===== src/rtl/serial_command_rx_if.sv =====
// serial_command_rx_if: consumer handshake and command pulses of serial_command_rx
interface serial_command_rx_if;
  logic [7:0] out_data;
  logic       available;
  logic       acknowledge;
  logic       error;
  logic       record_start;
  logic       record_trigger;
  logic       dump_start;
  modport master (
    output out_data, available, error, record_start, record_trigger, dump_start,
    input  acknowledge
  );
  modport slave (
    input  out_data, available, error, record_start, record_trigger, dump_start,
    output acknowledge
  );
endinterface


===== src/rtl/serial_command_rx.sv =====
// serial_command_rx: UART byte receiver with command-pulse decode; define SERIAL_COMMAND_RX_PARITY_EN for 8E1 frames
module serial_command_rx #(
  parameter int         SYNC_STAGES = 2,
  parameter logic [7:0] CMD_RECORD  = 8'h52,
  parameter logic [7:0] CMD_TRIGGER = 8'h54,
  parameter logic [7:0] CMD_DUMP    = 8'h44
) (
  input  logic                comm_clock,
  input  logic                reset,
  input  logic [11:0]         clocks_per_bit,
  input  logic                rx_pin,
  serial_command_rx_if.master bus
);
`ifdef SERIAL_COMMAND_RX_PARITY_EN
  typedef enum logic [2:0] {IDLE, START, DATA, PARITY, STOP} state_t;
  logic par_bad;
`else
  typedef enum logic [2:0] {IDLE, START, DATA, STOP} state_t;
  localparam logic par_bad = 1'b0;
`endif
  state_t                 state, state_n;
  logic [SYNC_STAGES-1:0] sync;
  logic [SYNC_STAGES-1:0] primed;
  logic                   rxs, armed, tick, stop_tick, good, bad, err_evt;
  logic [11:0]            cpb, cnt;
  logic [2:0]             bit_idx;
  logic [7:0]             shift;
  assign rxs = sync[SYNC_STAGES-1];
  // Synchroniser chain; primed marks when rxs reflects the real pin rather than reset values
  always_ff @(posedge comm_clock or negedge reset)
    if (!reset) begin
      sync   <= '1;
      primed <= '0;
    end else begin
      sync   <= {sync[SYNC_STAGES-2:0], rx_pin};
      primed <= {primed[SYNC_STAGES-2:0], 1'b1};
    end
  // State register
  always_ff @(posedge comm_clock or negedge reset)
    if (!reset) state <= IDLE;
    else state <= state_n;
  // Next-state: start detection, half-bit start check, data bits, optional parity, stop
  always_comb begin
    state_n = state;
    case (state)
      IDLE:    state_n = (!rxs && armed) ? START : IDLE;
      START:   if (tick) state_n = rxs ? IDLE : DATA;
`ifdef SERIAL_COMMAND_RX_PARITY_EN
      DATA:    if (tick && bit_idx == 3'd7) state_n = PARITY;
      PARITY:  if (tick) state_n = STOP;
`else
      DATA:    if (tick && bit_idx == 3'd7) state_n = STOP;
`endif
      STOP:    if (tick) state_n = IDLE;
      default: state_n = IDLE;
    endcase
  end
  // Sample strobes and frame outcome; the start bit is checked at half a bit period
  always_comb begin
    tick      = cnt == (state == START ? {1'b0, cpb[11:1]} : cpb);
    stop_tick = state == STOP && tick;
    good      = stop_tick && rxs && !par_bad;
    bad       = stop_tick && (!rxs || par_bad);
    err_evt   = bad || (good && bus.available && !bus.acknowledge);
  end
  // Bit timing, shift register and line arming; cpb is frozen once a frame starts
  always_ff @(posedge comm_clock or negedge reset)
    if (!reset) begin
      cpb     <= '0;
      cnt     <= 12'd1;
      bit_idx <= '0;
      shift   <= '0;
      armed   <= 1'b0;
`ifdef SERIAL_COMMAND_RX_PARITY_EN
      par_bad <= 1'b0;
`endif
    end else begin
      armed <= (primed[SYNC_STAGES-1] && rxs) || (armed && !(stop_tick && !rxs));
      cnt   <= (state == IDLE || tick) ? 12'd1 : cnt + 12'd1;
      if (state == IDLE) begin
        cpb     <= clocks_per_bit;
        bit_idx <= '0;
`ifdef SERIAL_COMMAND_RX_PARITY_EN
        par_bad <= 1'b0;
`endif
      end
      if (state == DATA && tick) begin
        shift   <= {rxs, shift[7:1]};
        bit_idx <= bit_idx + 3'd1;
      end
`ifdef SERIAL_COMMAND_RX_PARITY_EN
      if (state == PARITY && tick) par_bad <= rxs != ^shift;
`endif
    end
  // Consumer handshake, sticky error and one-cycle command pulses
  always_ff @(posedge comm_clock or negedge reset)
    if (!reset) begin
      bus.out_data       <= '0;
      bus.available      <= 1'b0;
      bus.error          <= 1'b0;
      bus.record_start   <= 1'b0;
      bus.record_trigger <= 1'b0;
      bus.dump_start     <= 1'b0;
    end else begin
      bus.available      <= good || (bus.available && !bus.acknowledge);
      bus.error          <= err_evt || (bus.error && !bus.acknowledge);
      bus.out_data       <= good ? shift : bus.out_data;
      bus.record_start   <= good && shift == CMD_RECORD;
      bus.record_trigger <= good && shift == CMD_TRIGGER;
      bus.dump_start     <= good && shift == CMD_DUMP;
    end
endmodule


===== src/flat_wrapper.sv =====
// flat-port wrapper written by rule: the top's interface ports become plain ports
module serial_command_rx_flat 
#(
  parameter int         SYNC_STAGES = 2,
  parameter logic [7:0] CMD_RECORD  = 8'h52,
  parameter logic [7:0] CMD_TRIGGER = 8'h54,
  parameter logic [7:0] CMD_DUMP    = 8'h44
)
  (comm_clock, reset, clocks_per_bit, rx_pin, bus_out_data, bus_available, bus_error, bus_record_start, bus_record_trigger, bus_dump_start, bus_acknowledge);
  serial_command_rx_if bus_i ();
  input  logic comm_clock;
  input  logic reset;
  input  logic [11:0] clocks_per_bit;
  input  logic rx_pin;
  output wire logic [$bits(bus_i.out_data)-1:0] bus_out_data;
  output wire logic [$bits(bus_i.available)-1:0] bus_available;
  output wire logic [$bits(bus_i.error)-1:0] bus_error;
  output wire logic [$bits(bus_i.record_start)-1:0] bus_record_start;
  output wire logic [$bits(bus_i.record_trigger)-1:0] bus_record_trigger;
  output wire logic [$bits(bus_i.dump_start)-1:0] bus_dump_start;
  input wire logic [$bits(bus_i.acknowledge)-1:0] bus_acknowledge;
  assign bus_out_data = bus_i.out_data;
  assign bus_available = bus_i.available;
  assign bus_error = bus_i.error;
  assign bus_record_start = bus_i.record_start;
  assign bus_record_trigger = bus_i.record_trigger;
  assign bus_dump_start = bus_i.dump_start;
  assign bus_i.acknowledge = bus_acknowledge;
  serial_command_rx #(.SYNC_STAGES(SYNC_STAGES), .CMD_RECORD(CMD_RECORD), .CMD_TRIGGER(CMD_TRIGGER), .CMD_DUMP(CMD_DUMP)) u_core (.comm_clock(comm_clock), .reset(reset), .clocks_per_bit(clocks_per_bit), .rx_pin(rx_pin), .bus(bus_i));
endmodule

===== config.mk =====
export PLATFORM = sky130hd
export DESIGN_NAME = serial_command_rx_flat
export DESIGN_NICKNAME = d
export VERILOG_FILES = /design/src/rtl/serial_command_rx_if.sv /design/src/rtl/serial_command_rx.sv /design/src/flat_wrapper.sv
export SDC_FILE = /design/constraint.sdc
export NUM_CORES = 1
export LEC_CHECK = 0
export BUFFER_PORTS_ARGS = -buffer_cell sky130_fd_sc_hd__buf_2
export CORE_MARGIN = 2
export CORE_UTILIZATION = 55
export DETAILED_ROUTE_END_ITERATION = 8
export PLACE_DENSITY = 0.76
export SYNTH_ARGS = -nofsm -noshare
export SYNTH_HDL_FRONTEND = slang
export SYNTH_SLANG_ARGS = --single-unit
export TNS_END_PERCENT = 100

===== constraint.sdc =====
create_clock -name comm_clock -period 4.19 [get_ports comm_clock]
set_input_delay 0.419 -clock comm_clock [delete_from_list [all_inputs] [get_ports comm_clock]]
set_output_delay 0.419 -clock comm_clock [all_outputs]
set_load 0.01 [all_outputs]

==> results of run 1 <==
[worst min-delay path by stage]
stage,start,to,cells past startpoint
2_1_floorplan,reset,u_core.armed,0
3_3_place_gp,u_core.primed[0],u_core.primed[1],0
3_5_place_dp,u_core.primed[0],u_core.primed[1],0
4_1_cts,rx_pin,u_core.sync[0],1
5_1_grt,rx_pin,u_core.sync[0],1
6_report,rx_pin,u_core.sync[0],1
[stage by stage]
| stage | setup WS, ns | total power [mW] | std cells | utilization [%] | hold slack (ns) |
|---|---|---|---|---|---|
| 4_1_cts | 1.15 | 1.51 | 314 | 62.4 | 0.203 |
| 2_1_floorplan | 1.45 | 1.06 | 231 | - | 0.123 |
| 6_report | 1.14 | 1.51 | 314 | 62.4 | 0.212 |
| 3_3_place_gp | 1.22 | 1.15 | 306 | 59.8 | 0.333 |
| 3_5_place_dp | 1.14 | 1.16 | 306 | 59.8 | 0.335 |
| 5_1_grt | 1.01 | 1.60 | 314 | 62.4 | 0.198 |
[power groups by stage]
stage | Sequential, mW | Clock (mW) | Combinational [mW]
2_1_floorplan | 0.716 | 0 | 0.339
3_3_place_gp | 0.778 | 0 | 0.370
3_5_place_dp | 0.782 | 0 | 0.376
4_1_cts | 0.771 | 0.365 | 0.379
5_1_grt | 0.788 | 0.387 | 0.425
6_report | 0.774 | 0.355 | 0.378
[cell usage in the layout, fill, tap and decap left out, drive strengths merged, types with 4 or more instances in the layout]
cell type | Yosys | layout
nor2 | 20 | 20
or4 | 4 | 4
o22ai | 6 | 6
nor2b | 7 | 7
nand4 | 4 | 4
nand3 | 8 | 8
xnor2 | 9 | 9
mux2 | 26 | 26
inv | 10 | 10
xor2 | 8 | 8
dfrtp | 52 | 52
buf | 4 | 29
clkbuf | 4 | 6
a2111oi | 4 | 4
nand2 | 15 | 15
nor4 | 4 | 4
and3 | 4 | 4
[layout make-up]
cell class / count / area share [%]
tap: 54 / 2.32
clock buffer: 6 / 2.84
clock inverter: 2 / 1.21
multi-input combinational: 158 / 39.8
sequential: 55 / 47.5
timing repair buffer: 29 / 5.08
inverter: 10 / 1.29
[worst max-delay path, delay by kind of cell (launching register included)]
| kind | cells | cell delay, ns |
|---|---|---|
| compound gates | 1 | 0.11 |
| flops | 1 | 0.62 |
| mux | 2 | 0.59 |
| simple gates | 3 | 1.62 |
[cells by family after synthesis]
family / count (synthesis) / share of synthesized area, %
adders and majority gates: 3 / 1.43
DFF: 55 / 52.6
xor gates and xnor gates: 17 / 5.68
muxes: 28 / 13.1
and+or+nand+nor: 81 / 16.0
AOI/OAI and AO/OA: 28 / 7.78
other: 1 / 0.143
buffers and inverters: 18 / 3.25
[routing by layer]
layer | vias up | wire [um]
li1 | 871 | -
met1 | 855 | 2290
met2 | 44 | 2370
met3 | 9 | 175
met4 | 0 | 89
met5 | - | 0
[flip-flops by register name, summed over array words and instances, names as in the netlist, 2 cells and up]
signal               count
u_core.cpb              12
u_core.primed            2
u_core.shift             8
u_core.bit_idx           3
u_core.sync              2
u_core.state             2
u_core.cnt              12
u_core.bus.out_data      8
==> flow_summary.html, run 1 <==
<table>
<tr><th>Metric</th><th>Value</th></tr>
<tr><th colspan="2">Synthesis</th></tr>
<tr><td>Synth area leader</td><td>sky130_fd_sc_hd__dfrtp_1</td></tr>
<tr><td>Yosys warning count</td><td>0</td></tr>
<tr><td>Share of synthesized registers carrying an async set or reset</td><td>100%</td></tr>
<tr><td>Number of enable-type register cells in the synthesized netlist</td><td>0</td></tr>
<tr><td>Top-area cell type share of the netlist area</td><td>49.6%</td></tr>
<tr><td>Area contributors post-synth</td><td>sky130_fd_sc_hd__dfrtp_1, sky130_fd_sc_hd__mux2_2, sky130_fd_sc_hd__mux2_4</td></tr>
<tr><td>Sequential share of the synthesized area</td><td>52.6%</td></tr>
<tr><td>Synthesized area divided by synthesized cell count</td><td>11.3 sq um</td></tr>
<tr><td>Netlist area before placement</td><td>2620 sq um</td></tr>
<tr><td>Synthesized flop and latch total</td><td>55</td></tr>
<tr><td>Synthesized netlist cell count</td><td>231</td></tr>
<tr><td>Count of cell types in the netlist</td><td>45</td></tr>
<tr><td>Main flop type after synthesis</td><td>sky130_fd_sc_hd__dfrtp_1</td></tr>
<tr><td>Most numerous cell in the Yosys netlist</td><td>sky130_fd_sc_hd__dfrtp_1</td></tr>
<tr><td>Mapped Nets</td><td>250</td></tr>
<tr><td>Cell types with the highest counts after synthesis</td><td>sky130_fd_sc_hd__dfrtp_1, sky130_fd_sc_hd__nor2_1, sky130_fd_sc_hd__mux2_2</td></tr>
<tr><th colspan="2">Global routing</th></tr>
<tr><td>Largest net degree at the start of global routing</td><td>56</td></tr>
<tr><td>Total grt overflow</td><td>0</td></tr>
<tr><td>Via count of the first global-routing pass</td><td>1772</td></tr>
<tr><td>GRT Util Overall</td><td>20.2%</td></tr>
<tr><td>Met1 demand-to-capacity share in global routing</td><td>26.2%</td></tr>
<tr><td>Initial antenna violation count</td><td>0</td></tr>
<tr><td>Busiest grt layer</td><td>met2</td></tr>
<tr><td>Wire length of the first global-routing pass</td><td>8160 um</td></tr>
<tr><td>Met3 routing resource usage after global routing</td><td>4.14%</td></tr>
<tr><td>Fraction of met2 tracks used by global routing</td><td>32.9%</td></tr>
<tr><th colspan="2">Die</th></tr>
<tr><td>Core region area</td><td>4660 sq um</td></tr>
<tr><td>Horizontal die dimension</td><td>73.0 um</td></tr>
<tr><td>Overall die height</td><td>73.0 um</td></tr>
<tr><td>Std cell rows</td><td>25</td></tr>
<tr><td>Count of boundary I/O pins</td><td>29</td></tr>
<tr><td>Die Footprint</td><td>5330 sq um</td></tr>
<tr><td>Initial Util</td><td>56.2%</td></tr>
<tr><th colspan="2">Clock tree</th></tr>
<tr><td>Number of gates resized after cts</td><td>0</td></tr>
<tr><td>Clock tree from TritonCTS</td><td>built</td></tr>
<tr><td>Clock buffer count from CTS</td><td>5</td></tr>
<tr><td>Number of clock sinks seen by CTS</td><td>55</td></tr>
<tr><td>CTS hold repair buffers</td><td>0</td></tr>
<tr><td>Root Driver</td><td>sky130_fd_sc_hd__clkbuf_8</td></tr>
<tr><td>Number of post-CTS setup repair buffers</td><td>0</td></tr>
<tr><td>Reg clk slew, reported paths</td><td>0.09 ns</td></tr>
<tr><td>Clk Latency, worst-skew pair</td><td>0.30 ns</td></tr>
<tr><td>Number of buffers between clock root and the deepest sink</td><td>2</td></tr>
<tr><td>Count of H-tree levels built during CTS</td><td>2</td></tr>
<tr><th colspan="2">Worst setup path</th></tr>
<tr><td>Data arrival time of the critical path</td><td>3.24 ns</td></tr>
<tr><td>Critical path class</td><td>reg -&gt; reg</td></tr>
<tr><td>RR Startpoint</td><td>u_core.state[0]</td></tr>
<tr><td>Worst reg-to-reg setup slack</td><td>1.14 ns</td></tr>
<tr><td>Critical path launch point</td><td>u_core.state[0]</td></tr>
<tr><td>Highest cell delay on the worst timing path</td><td>0.63 ns</td></tr>
<tr><td>Slowest-stage cell, CP</td><td>sky130_fd_sc_hd__or4_4</td></tr>
<tr><td>Startpoint kind of the worst setup timing path</td><td>register</td></tr>
<tr><td>Timing endpoint of the critical path</td><td>u_core.bus.out_data[6]</td></tr>
<tr><td>Max Fanout on Critical Path</td><td>16</td></tr>
<tr><td>Required time of the worst setup path</td><td>4.39 ns</td></tr>
<tr><td>Worst r2r dst</td><td>u_core.bus.out_data[6]</td></tr>
<tr><td>Kind of end point of the critical path</td><td>register</td></tr>
<tr><td>Cell-by-cell listing of the critical path</td><td>nor2b_1 &gt; mux2i_1 &gt; o22ai_1 &gt; or3_1 &gt; or4_4 &gt; mux2_4</td></tr>
<tr><td>Reg2Reg Depth</td><td>6</td></tr>
<tr><th colspan="2">Routing</th></tr>
<tr><td>Number of DRC markers in iteration 0</td><td>148</td></tr>
<tr><td>Remaining design rule violation count</td><td>0</td></tr>
<tr><td>Remaining antenna violation count after routing</td><td>0</td></tr>
<tr><td>DR pass1 iterations</td><td>4</td></tr>
<tr><td>DR WL/cell</td><td>15.7 um</td></tr>
<tr><td>Vias</td><td>1779</td></tr>
<tr><td>Via-per-instance ratio</td><td>5.67</td></tr>
<tr><td>Final WL</td><td>4920 um</td></tr>
<tr><th colspan="2">Placed design</th></tr>
<tr><td>IO Port Bufs</td><td>28</td></tr>
<tr><td>Instance area at placement</td><td>2790 sq um</td></tr>
<tr><td>Weighted congestion at the end of routability-driven global placement</td><td>0.953</td></tr>
<tr><td>DPL Wire Length</td><td>3470 um</td></tr>
<tr><th colspan="2">STA</th></tr>
<tr><td>Setup clock skew after layout</td><td>0.00641 ns</td></tr>
<tr><td>Rel. slew slack</td><td>27.5%</td></tr>
<tr><td>Worst-margin pin slew</td><td>1.08 ns</td></tr>
<tr><td>Fin crit period</td><td>3.05 ns</td></tr>
<tr><td>Sum of negative setup slack</td><td>0 ns</td></tr>
<tr><td>RSZ-0062 raised after global routing</td><td>false</td></tr>
<tr><td>Final-report hold violation count</td><td>0</td></tr>
<tr><td>Share of the clock period used by the worst path after layout</td><td>72.7%</td></tr>
<tr><td># setup viols final</td><td>0</td></tr>
<tr><td>Max Clk Rate</td><td>0.328 GHz</td></tr>
<tr><td>Number of slew-limit violations in the final report</td><td>0</td></tr>
<tr><th colspan="2">Cells and area</th></tr>
<tr><td>Design Area, Final</td><td>2910 sq um</td></tr>
<tr><td>Area taken by multi-input logic gates</td><td>1160 sq um</td></tr>
<tr><td>Synthesis-to-finish area growth</td><td>10.9%</td></tr>
<tr><td>Layout Nets</td><td>278</td></tr>
<tr><td>Count of inserted antenna diode cells</td><td>0</td></tr>
<tr><td>Area taken by flip-flops and latches</td><td>1380 sq um</td></tr>
<tr><td>Ratio of cells with drive above 1 in the final layout</td><td>27.3%</td></tr>
<tr><td>Count of filler cells inserted in the layout</td><td>372</td></tr>
<tr><th colspan="2">Power</th></tr>
<tr><td>Clock power share</td><td>23.6%</td></tr>
<tr><td>Sw power</td><td>488 uW</td></tr>
<tr><td>Switching power as a share of total power</td><td>32.4%</td></tr>
<tr><td>Part of the power in combinational logic</td><td>25.1%</td></tr>
<tr><td>PwrDens</td><td>518 nW/um^2</td></tr>
<tr><td>Worst supply voltage drop on vdd</td><td>0.000232 V</td></tr>
<tr><td>Leakage</td><td>1.38 nW</td></tr>
<tr><td>Internal Pwr Total</td><td>1.02 mW</td></tr>
<tr><td>Share of total power in sequential cells</td><td>51.3%</td></tr>
<tr><th colspan="2">Outcome</th></tr>
<tr><td>Status</td><td>finished, final reports clean</td></tr>
<tr><th colspan="2">Min path</th></tr>
<tr><td>Path type of the worst min-delay path</td><td>in -&gt; reg</td></tr>
<tr><th colspan="2">Run</th></tr>
<tr><td>Max capacitance violation total</td><td>0</td></tr>
</table>
Note: power is estimated with default switching activity, not from simulation.
==> inputs of run 2 (changes only) <==
--- a/config.mk
+++ b/config.mk
@@ -5,9 +5,10 @@
 export SDC_FILE = /design/constraint.sdc
 export NUM_CORES = 1
 export LEC_CHECK = 0
+export ABC_AREA = 1
 export BUFFER_PORTS_ARGS = -buffer_cell sky130_fd_sc_hd__buf_2
 export CORE_MARGIN = 2
-export CORE_UTILIZATION = 55
+export CORE_UTILIZATION = 53
 export DETAILED_ROUTE_END_ITERATION = 8
 export PLACE_DENSITY = 0.76
 export SYNTH_ARGS = -nofsm -noshare
==> constraint.sdc (replaced) <==
create_clock -name comm_clock -period 2.7 [get_ports comm_clock]
set_input_delay 0.27 -clock comm_clock [delete_from_list [all_inputs] [get_ports comm_clock]]
set_output_delay 0.27 -clock comm_clock [all_outputs]
set_load 0.01 [all_outputs]
==> run 2 against run 1 <==
  * Worst hold slack worse by 0.21 ns
  * Area after synthesis is 11% higher
  * Clock-buffer cell count is 1 lower
  * Setup slack worse by 0.85 ns
  * Cell area is 9.6% higher
  * Cell count is 51% higher
  * Critical path depth is 5 higher
  * Synthesized cell count is 61% higher
  * Sequential share of layout area is 4.1 points lower
  * Clock power is 30% higher
  * Fmax is 27% higher
  * Clock skew is 0.00051 ns higher
==> flow_summary.html, run 2 <==
<table>
<tr><th>Metric</th><th>Value</th></tr>
<tr><th colspan="2">Worst setup path</th></tr>
<tr><td>Critical path class</td><td>reg -&gt; reg</td></tr>
<tr><td>Cell class contributing the biggest share of worst-path delay</td><td>simple AND/OR/NAND/NOR gates</td></tr>
<tr><td>Startpoint kind of the worst setup timing path</td><td>register</td></tr>
<tr><td>Kind of end point of the critical path</td><td>register</td></tr>
<tr><td>Data arrival time of the critical path</td><td>2.62 ns</td></tr>
<tr><td>Cell seen most often among critical-path stages</td><td>sky130_fd_sc_hd__nand2_1</td></tr>
<tr><td>Critical path depth in cells</td><td>11</td></tr>
<tr><td>Cell-by-cell listing of the critical path</td><td>inv_2 &gt; nand2_4 &gt; nand2_1 &gt; nand2_1 &gt; nand2_1 &gt; nand2_1 &gt; nor2_1 &gt; nand2_1 &gt; nor2_4 &gt; nand4_1 &gt; nor3_2</td></tr>
<tr><td>Buf/Inv on CP</td><td>1</td></tr>
<tr><td>Required time of the worst setup path</td><td>2.92 ns</td></tr>
<tr><td>Reg2Reg Depth</td><td>11</td></tr>
<tr><td>Max Fanout on Critical Path</td><td>19</td></tr>
<tr><td>Slowest-stage cell, CP</td><td>sky130_fd_sc_hd__dfrtp_1</td></tr>
<tr><td>Highest cell delay on the worst timing path</td><td>0.46 ns</td></tr>
<tr><th colspan="2">STA</th></tr>
<tr><td>Max Clk Rate</td><td>0.415 GHz</td></tr>
<tr><td>Sum of negative setup slack</td><td>0 ns</td></tr>
<tr><td>RSZ-0062 raised after global routing</td><td>false</td></tr>
<tr><td>Number of slew-limit violations in the final report</td><td>0</td></tr>
<tr><td>Share of the clock period used by the worst path after layout</td><td>89.1%</td></tr>
<tr><td>Fin crit period</td><td>2.41 ns</td></tr>
<tr><td>Final-report hold violation count</td><td>0</td></tr>
<tr><td>Setup clock skew after layout</td><td>0.00691 ns</td></tr>
<tr><td>Worst-margin pin slew</td><td>0.719 ns</td></tr>
<tr><td>Rel. slew slack</td><td>52.1%</td></tr>
<tr><td># setup viols final</td><td>0</td></tr>
<tr><th colspan="2">Routing</th></tr>
<tr><td>Remaining antenna violation count after routing</td><td>0</td></tr>
<tr><td>DR WL/cell</td><td>12.4 um</td></tr>
<tr><td>Vias</td><td>2421</td></tr>
<tr><td>Via-per-instance ratio</td><td>5.11</td></tr>
<tr><td>DR pass1 iterations</td><td>4</td></tr>
<tr><td>Remaining design rule violation count</td><td>0</td></tr>
<tr><td>Number of DRC markers in iteration 0</td><td>142</td></tr>
<tr><td>Final WL</td><td>5900 um</td></tr>
<tr><th colspan="2">Die</th></tr>
<tr><td>Core region area</td><td>5410 sq um</td></tr>
<tr><td>Horizontal die dimension</td><td>78.2 um</td></tr>
<tr><td>Initial Util</td><td>53.9%</td></tr>
<tr><td>Std cell rows</td><td>27</td></tr>
<tr><td>Overall die height</td><td>78.2 um</td></tr>
<tr><td>Count of boundary I/O pins</td><td>29</td></tr>
<tr><td>Die Footprint</td><td>6110 sq um</td></tr>
<tr><th colspan="2">Synthesis</th></tr>
<tr><td>Netlist area before placement</td><td>2920 sq um</td></tr>
<tr><td>Synthesized area divided by synthesized cell count</td><td>7.82 sq um</td></tr>
<tr><td>Count of cell types in the netlist</td><td>32</td></tr>
<tr><td>Main flop type after synthesis</td><td>sky130_fd_sc_hd__dfrtp_1</td></tr>
<tr><td>Number of enable-type register cells in the synthesized netlist</td><td>0</td></tr>
<tr><td>Sequential share of the synthesized area</td><td>47.3%</td></tr>
<tr><td>Cell types with the highest counts after synthesis</td><td>sky130_fd_sc_hd__nand2_1, sky130_fd_sc_hd__nand3_1, sky130_fd_sc_hd__dfrtp_1</td></tr>
<tr><td>Top-area cell type share of the netlist area</td><td>44.6%</td></tr>
<tr><td>Area contributors post-synth</td><td>sky130_fd_sc_hd__dfrtp_1, sky130_fd_sc_hd__nand2_1, sky130_fd_sc_hd__nand3_1</td></tr>
<tr><td>Share of synthesized registers carrying an async set or reset</td><td>100%</td></tr>
<tr><td>Yosys warning count</td><td>0</td></tr>
<tr><td>Mapped Nets</td><td>392</td></tr>
<tr><td>Synth area leader</td><td>sky130_fd_sc_hd__dfrtp_1</td></tr>
<tr><td>Synthesized netlist cell count</td><td>373</td></tr>
<tr><td>Most numerous cell in the Yosys netlist</td><td>sky130_fd_sc_hd__nand2_1</td></tr>
<tr><td>Synthesized flop and latch total</td><td>55</td></tr>
<tr><th colspan="2">Placed design</th></tr>
<tr><td>Weighted congestion at the end of routability-driven global placement</td><td>0.882</td></tr>
<tr><td>IO Port Bufs</td><td>28</td></tr>
<tr><td>DPL Wire Length</td><td>4270 um</td></tr>
<tr><th colspan="2">Clock tree</th></tr>
<tr><td>Clock tree from TritonCTS</td><td>built</td></tr>
<tr><td>Number of clock sinks seen by CTS</td><td>55</td></tr>
<tr><td>Number of post-CTS setup repair buffers</td><td>0</td></tr>
<tr><td>Clock buffer count from CTS</td><td>5</td></tr>
<tr><td>Count of H-tree levels built during CTS</td><td>2</td></tr>
<tr><td>Reg clk slew, reported paths</td><td>0.10 ns</td></tr>
<tr><td>Clk Latency, worst-skew pair</td><td>0.31 ns</td></tr>
<tr><td>Number of buffers between clock root and the deepest sink</td><td>2</td></tr>
<tr><td>Root Driver</td><td>sky130_fd_sc_hd__clkbuf_8</td></tr>
<tr><th colspan="2">Global routing</th></tr>
<tr><td>Initial antenna violation count</td><td>0</td></tr>
<tr><td>Largest net degree at the start of global routing</td><td>34</td></tr>
<tr><td>Wire length of the first global-routing pass</td><td>10600 um</td></tr>
<tr><td>Met1 demand-to-capacity share in global routing</td><td>28.2%</td></tr>
<tr><td>Fraction of met2 tracks used by global routing</td><td>36.8%</td></tr>
<tr><td>Via count of the first global-routing pass</td><td>2366</td></tr>
<tr><td>GRT Util Overall</td><td>21.4%</td></tr>
<tr><td>Busiest grt layer</td><td>met2</td></tr>
<tr><td>Total grt overflow</td><td>0</td></tr>
<tr><td>Met3 routing resource usage after global routing</td><td>3.91%</td></tr>
<tr><th colspan="2">Power</th></tr>
<tr><td>Worst supply voltage drop on vdd</td><td>0.000549 V</td></tr>
<tr><td>PwrDens</td><td>917 nW/um^2</td></tr>
<tr><td>Leakage</td><td>1.68 nW</td></tr>
<tr><th colspan="2">Cells and area</th></tr>
<tr><td>Ratio of cells with drive above 1 in the final layout</td><td>16.9%</td></tr>
<tr><td>Util after Layout</td><td>59.0%</td></tr>
<tr><td>Synthesis-to-finish area growth</td><td>9.31%</td></tr>
<tr><td>Leading cell type in the layout, fill and taps excluded</td><td>sky130_fd_sc_hd__nand2_1</td></tr>
<tr><td>Leading cell types in the layout, fill and taps excluded</td><td>sky130_fd_sc_hd__nand2_1, sky130_fd_sc_hd__nand3_1, sky130_fd_sc_hd__dfrtp_1, sky130_fd_sc_hd__inv_1, sky130_fd_sc_hd__buf_2</td></tr>
<tr><td>Count of inserted antenna diode cells</td><td>0</td></tr>
<tr><td>Layout Nets</td><td>420</td></tr>
<tr><td>Largest regs</td><td>u_core.cnt x12, u_core.cpb x12</td></tr>
<tr><th colspan="2">Run</th></tr>
<tr><td>Max capacitance violation total</td><td>0</td></tr>
<tr><th colspan="2">Outcome</th></tr>
<tr><td>Status</td><td>finished, final reports clean</td></tr>
<tr><th colspan="2">Min path</th></tr>
<tr><td>Path type of the worst min-delay path</td><td>in -&gt; async</td></tr>
</table>
-- run 2: final cells by class --
type | count | area, sq um
clock buffers | 5 | 68.8
clock inverters | 3 | 22.5
fillers | 513 | 2220
inverters | 45 | 169
multi-input cells | 263 | 1290
flip-flops and latches | 55 | 1380
well taps | 72 | 90.1
repair buffers | 31 | 163
-- run 2: layer usage --
metal / part of all wire (%) / vias to the layer above
li1: - / 1240
met1: 46 / 1144
met3: 3.0 / 2
met5: 0 / -
met2: 50 / 35
met4: 0.32 / 0
-- run 2: per-stage QoR --
stage          setup slack (ns)  area [sq um]  hold WS [ns]  cells  total power, mW
2_1_floorplan             0.991          2920       -0.0256    373             2.23
3_3_place_gp              0.308          3090         0.336    466             2.42
3_5_place_dp              0.190          3090         0.341    466             2.45
4_1_cts                   0.157          3190        0.0275    474             2.93
5_1_grt                  0.0187          3190        0.0423    474             3.20
6_report                  0.293          3190      0.000590    474             2.92
-- run 2: repair_timing --
action / 4_1_cts / 5_1_grt
gates resized for setup: 0 / 1
endpoints found under the setup margin: 0 / 12
hold buffers: 0 / 0
-- run 2: cell families after synthesis --
kind of cell	Yosys count	share of synthesized area (%)
buffers and inverters	55	8.33
DFF	55	47.3
AOI/OAI and AO/OA	27	5.62
and+or+nand+nor	228	36.1
other	1	0.129
adders and majority gates	3	1.29
xor gates and xnor gates	4	1.20
-- run 2: path summary, 6_finish.rpt --
check	endpoint	slack, ns	startpoint
min	u_core.bus.error	0.0006	reset
max	u_core.bus.record_start	0.29	u_core.state[1]
min reg2reg	u_core.sync[1]	0.36	u_core.sync[0]
max reg2reg	u_core.bus.record_start	0.29	u_core.state[1]
max in group asynchronous	u_core.cnt[0]	1.97	reset
min in group comm_clock	u_core.sync[0]	0.06	rx_pin
-- run 2: power breakdown --
| group | total (mW) | switching [mW] | internal [mW] |
|---|---|---|---|
| registers | 1.17 | 0.187 | 0.981 |
| logic | 1.29 | 0.864 | 0.426 |
| clock network | 0.462 | 0.274 | 0.188 |
| total | 2.92 | 1.32 | 1.60 |
==> inputs of run 3 (changes only) <==
--- a/config.mk
+++ b/config.mk
@@ -8,9 +8,9 @@
 export ABC_AREA = 1
 export BUFFER_PORTS_ARGS = -buffer_cell sky130_fd_sc_hd__buf_2
 export CORE_MARGIN = 2
-export CORE_UTILIZATION = 53
+export CORE_UTILIZATION = 50
 export DETAILED_ROUTE_END_ITERATION = 8
-export PLACE_DENSITY = 0.76
+export PLACE_DENSITY = 0.72
 export SYNTH_ARGS = -nofsm -noshare
 export SYNTH_HDL_FRONTEND = slang
 export SYNTH_SLANG_ARGS = --single-unit
==> run 3 against run 2 <==
  * First-iteration DRC count up 30%
  * Largest power group unchanged
  * Clock-buffer cell count unchanged
  * Clock skew is 0.0012 ns lower
  * Die area is 5.7% higher
  * Sequential share of layout area is 0.26 points lower
==> flow_summary.html, run 3 (synthesis results as in run 2) <==
<table>
<tr><th>Metric</th><th>Value</th></tr>
<tr><th colspan="2">Outcome</th></tr>
<tr><td>Status</td><td>finished, final reports clean</td></tr>
<tr><th colspan="2">Cells and area</th></tr>
<tr><td>Util after Layout</td><td>57.5%</td></tr>
<tr><td>Leading cell type in the layout, fill and taps excluded</td><td>sky130_fd_sc_hd__nand2_1</td></tr>
<tr><td>Leading cell types in the layout, fill and taps excluded</td><td>sky130_fd_sc_hd__nand2_1, sky130_fd_sc_hd__nand3_1, sky130_fd_sc_hd__dfrtp_1, sky130_fd_sc_hd__inv_1, sky130_fd_sc_hd__buf_2</td></tr>
<tr><td>Layout Nets</td><td>422</td></tr>
<tr><td>Synthesis-to-finish area growth</td><td>9.87%</td></tr>
<tr><td>Largest regs</td><td>u_core.cnt x12, u_core.cpb x12</td></tr>
<tr><td>Ratio of cells with drive above 1 in the final layout</td><td>16.8%</td></tr>
<tr><td>Count of inserted antenna diode cells</td><td>0</td></tr>
<tr><th colspan="2">Placed design</th></tr>
<tr><td>Weighted congestion at the end of routability-driven global placement</td><td>0.973</td></tr>
<tr><td>DP Worst Slack</td><td>0.433 ns</td></tr>
<tr><td>IO Port Bufs</td><td>28</td></tr>
<tr><td>DPL Wire Length</td><td>4690 um</td></tr>
<tr><th colspan="2">STA</th></tr>
<tr><td># setup viols final</td><td>0</td></tr>
<tr><td>Share of the clock period used by the worst path after layout</td><td>85.0%</td></tr>
<tr><td>Rel. slew slack</td><td>52.2%</td></tr>
<tr><td>Worst-margin pin slew</td><td>0.718 ns</td></tr>
<tr><td>Final setup margin</td><td>0.406 ns</td></tr>
<tr><td>RSZ-0062 raised after global routing</td><td>false</td></tr>
<tr><td>Final-report hold violation count</td><td>0</td></tr>
<tr><td>Sum of negative setup slack</td><td>0 ns</td></tr>
<tr><td>Setup clock skew after layout</td><td>0.00574 ns</td></tr>
<tr><td>Number of slew-limit violations in the final report</td><td>0</td></tr>
<tr><td>Fin crit period</td><td>2.29 ns</td></tr>
<tr><td>Max Clk Rate</td><td>0.436 GHz</td></tr>
<tr><th colspan="2">Routing</th></tr>
<tr><td>Vias</td><td>2469</td></tr>
<tr><td>Number of DRC markers in iteration 0</td><td>185</td></tr>
<tr><td>DR pass1 iterations</td><td>5</td></tr>
<tr><td>Via-per-instance ratio</td><td>5.19</td></tr>
<tr><td>DR WL/cell</td><td>13.1 um</td></tr>
<tr><td>Final WL</td><td>6220 um</td></tr>
<tr><td>Remaining design rule violation count</td><td>0</td></tr>
<tr><td>Remaining antenna violation count after routing</td><td>0</td></tr>
<tr><th colspan="2">Worst setup path</th></tr>
<tr><td>Worst reg-to-reg setup slack</td><td>0.41 ns</td></tr>
<tr><td>Highest cell delay on the worst timing path</td><td>0.82 ns</td></tr>
<tr><td>Kind of end point of the critical path</td><td>register</td></tr>
<tr><td>Critical path class</td><td>reg -&gt; reg</td></tr>
<tr><td>Data arrival time of the critical path</td><td>2.50 ns</td></tr>
<tr><td>Max Fanout on Critical Path</td><td>21</td></tr>
<tr><td>Cell-by-cell listing of the critical path</td><td>nand2_4 &gt; nand2_1 &gt; nand2_1 &gt; nand2_1 &gt; nand2_1 &gt; nor2_1 &gt; nand2_1 &gt; nor2_4 &gt; nand3_4 &gt; nand3_1 &gt; o21ai_2</td></tr>
<tr><td>Required time of the worst setup path</td><td>2.91 ns</td></tr>
<tr><td>Startpoint kind of the worst setup timing path</td><td>register</td></tr>
<tr><td>Slowest-stage cell, CP</td><td>sky130_fd_sc_hd__dfrtp_1</td></tr>
<tr><td>Cell seen most often among critical-path stages</td><td>sky130_fd_sc_hd__nand2_1</td></tr>
<tr><th colspan="2">Die</th></tr>
<tr><td>Overall die height</td><td>80.4 um</td></tr>
<tr><td>Count of boundary I/O pins</td><td>29</td></tr>
<tr><td>Die Footprint</td><td>6460 sq um</td></tr>
<tr><td>Horizontal die dimension</td><td>80.4 um</td></tr>
<tr><td>Core region area</td><td>5570 sq um</td></tr>
<tr><td>Initial Util</td><td>52.3%</td></tr>
<tr><td>Std cell rows</td><td>27</td></tr>
<tr><th colspan="2">Global routing</th></tr>
<tr><td>Via count of the first global-routing pass</td><td>2329</td></tr>
<tr><td>Total grt overflow</td><td>0</td></tr>
<tr><td>Largest net degree at the start of global routing</td><td>27</td></tr>
<tr><td>GRT Util Overall</td><td>21.9%</td></tr>
<tr><td>Initial antenna violation count</td><td>0</td></tr>
<tr><td>Wire length of the first global-routing pass</td><td>10900 um</td></tr>
<tr><th colspan="2">Power</th></tr>
<tr><td>Tot Pwr</td><td>2.94 mW</td></tr>
<tr><td>PwrDens</td><td>919 nW/um^2</td></tr>
<tr><td>Leakage</td><td>1.69 nW</td></tr>
<tr><td>Worst supply voltage drop on vdd</td><td>0.000488 V</td></tr>
<tr><th colspan="2">Clock tree</th></tr>
<tr><td>Reg clk slew, reported paths</td><td>0.10 ns</td></tr>
<tr><td>Root Driver</td><td>sky130_fd_sc_hd__clkbuf_8</td></tr>
<tr><td>Count of H-tree levels built during CTS</td><td>2</td></tr>
<tr><td>Number of clock sinks seen by CTS</td><td>55</td></tr>
<tr><td>Number of gates resized after cts</td><td>0</td></tr>
<tr><td>Clk Latency, worst-skew pair</td><td>0.31 ns</td></tr>
<tr><td>Clock tree from TritonCTS</td><td>built</td></tr>
<tr><td>Clock buffer count from CTS</td><td>5</td></tr>
<tr><td>Number of buffers between clock root and the deepest sink</td><td>2</td></tr>
<tr><th colspan="2">Run</th></tr>
<tr><td>Max capacitance violation total</td><td>0</td></tr>
<tr><th colspan="2">Min path</th></tr>
<tr><td>Path type of the worst min-delay path</td><td>in -&gt; reg</td></tr>
</table>
[run 3: worst max-delay path: cells and delay by family (launching register included)]
family	cells	cell delay, ns
AO/OA/AOI/OAI	1	0.06
AND/OR/NAND/NOR	10	1.29
flip-flops	1	0.82
[run 3: through the flow]
step,instances,cell area [sq um],hold slack (ns)
2_1_floorplan,373,2920,-0.0256
3_3_place_gp,467,3100,0.290
3_5_place_dp,467,3100,0.297
4_1_cts,476,3200,0.0395
5_1_grt,476,3200,0.0288
6_report,476,3200,0.0515
[run 3: layout make-up]
cell class	count	area (sq um)
Tap cell	72	90.1
Inverter	45	169
Timing Repair Buffer	33	180
Clock inverter	3	22.5
Clock buffer	5	68.8
Fill cell	552	2370
Sequential cell	55	1380
Multi-Input combinational cell	263	1290
[run 3: routing by layer]
| metal | global-route usage [%] | share of wire [%] | vias to the layer above |
|---|---|---|---|
| li1 | - | - | 1238 |
| met4 | 6.27 | 1.0 | 0 |
| met3 | 4.83 | 4.9 | 6 |
| met5 | 0 | 0 | - |
| met1 | 30.9 | 48 | 1160 |
| met2 | 33.8 | 46 | 65 |
[run 3: path summary, 6_finish.rpt]
path | cells after the start | from | end
max reg2reg | 11 | u_core.state[0] | u_core.bit_idx[0]
min in group asynchronous | 2 | reset | u_core.cpb[11]
max in group asynchronous | 3 | reset | u_core.bus.out_data[1]
min reg2reg | 0 | u_core.primed[0] | u_core.primed[1]
min | 1 | rx_pin | u_core.sync[0]
max | 11 | u_core.state[0] | u_core.bit_idx[0]
[run 3: where the power goes]
part	total [mW]	internal [mW]	switching, mW
registers	1.18	0.979	0.199
clock network	0.462	0.186	0.276
logic	1.30	0.428	0.874
[run 3: what timing repair did]
action                    CTS  global route
setup buffers               0             0
hold buffers                1             0
hold endpoints to repair   21             0
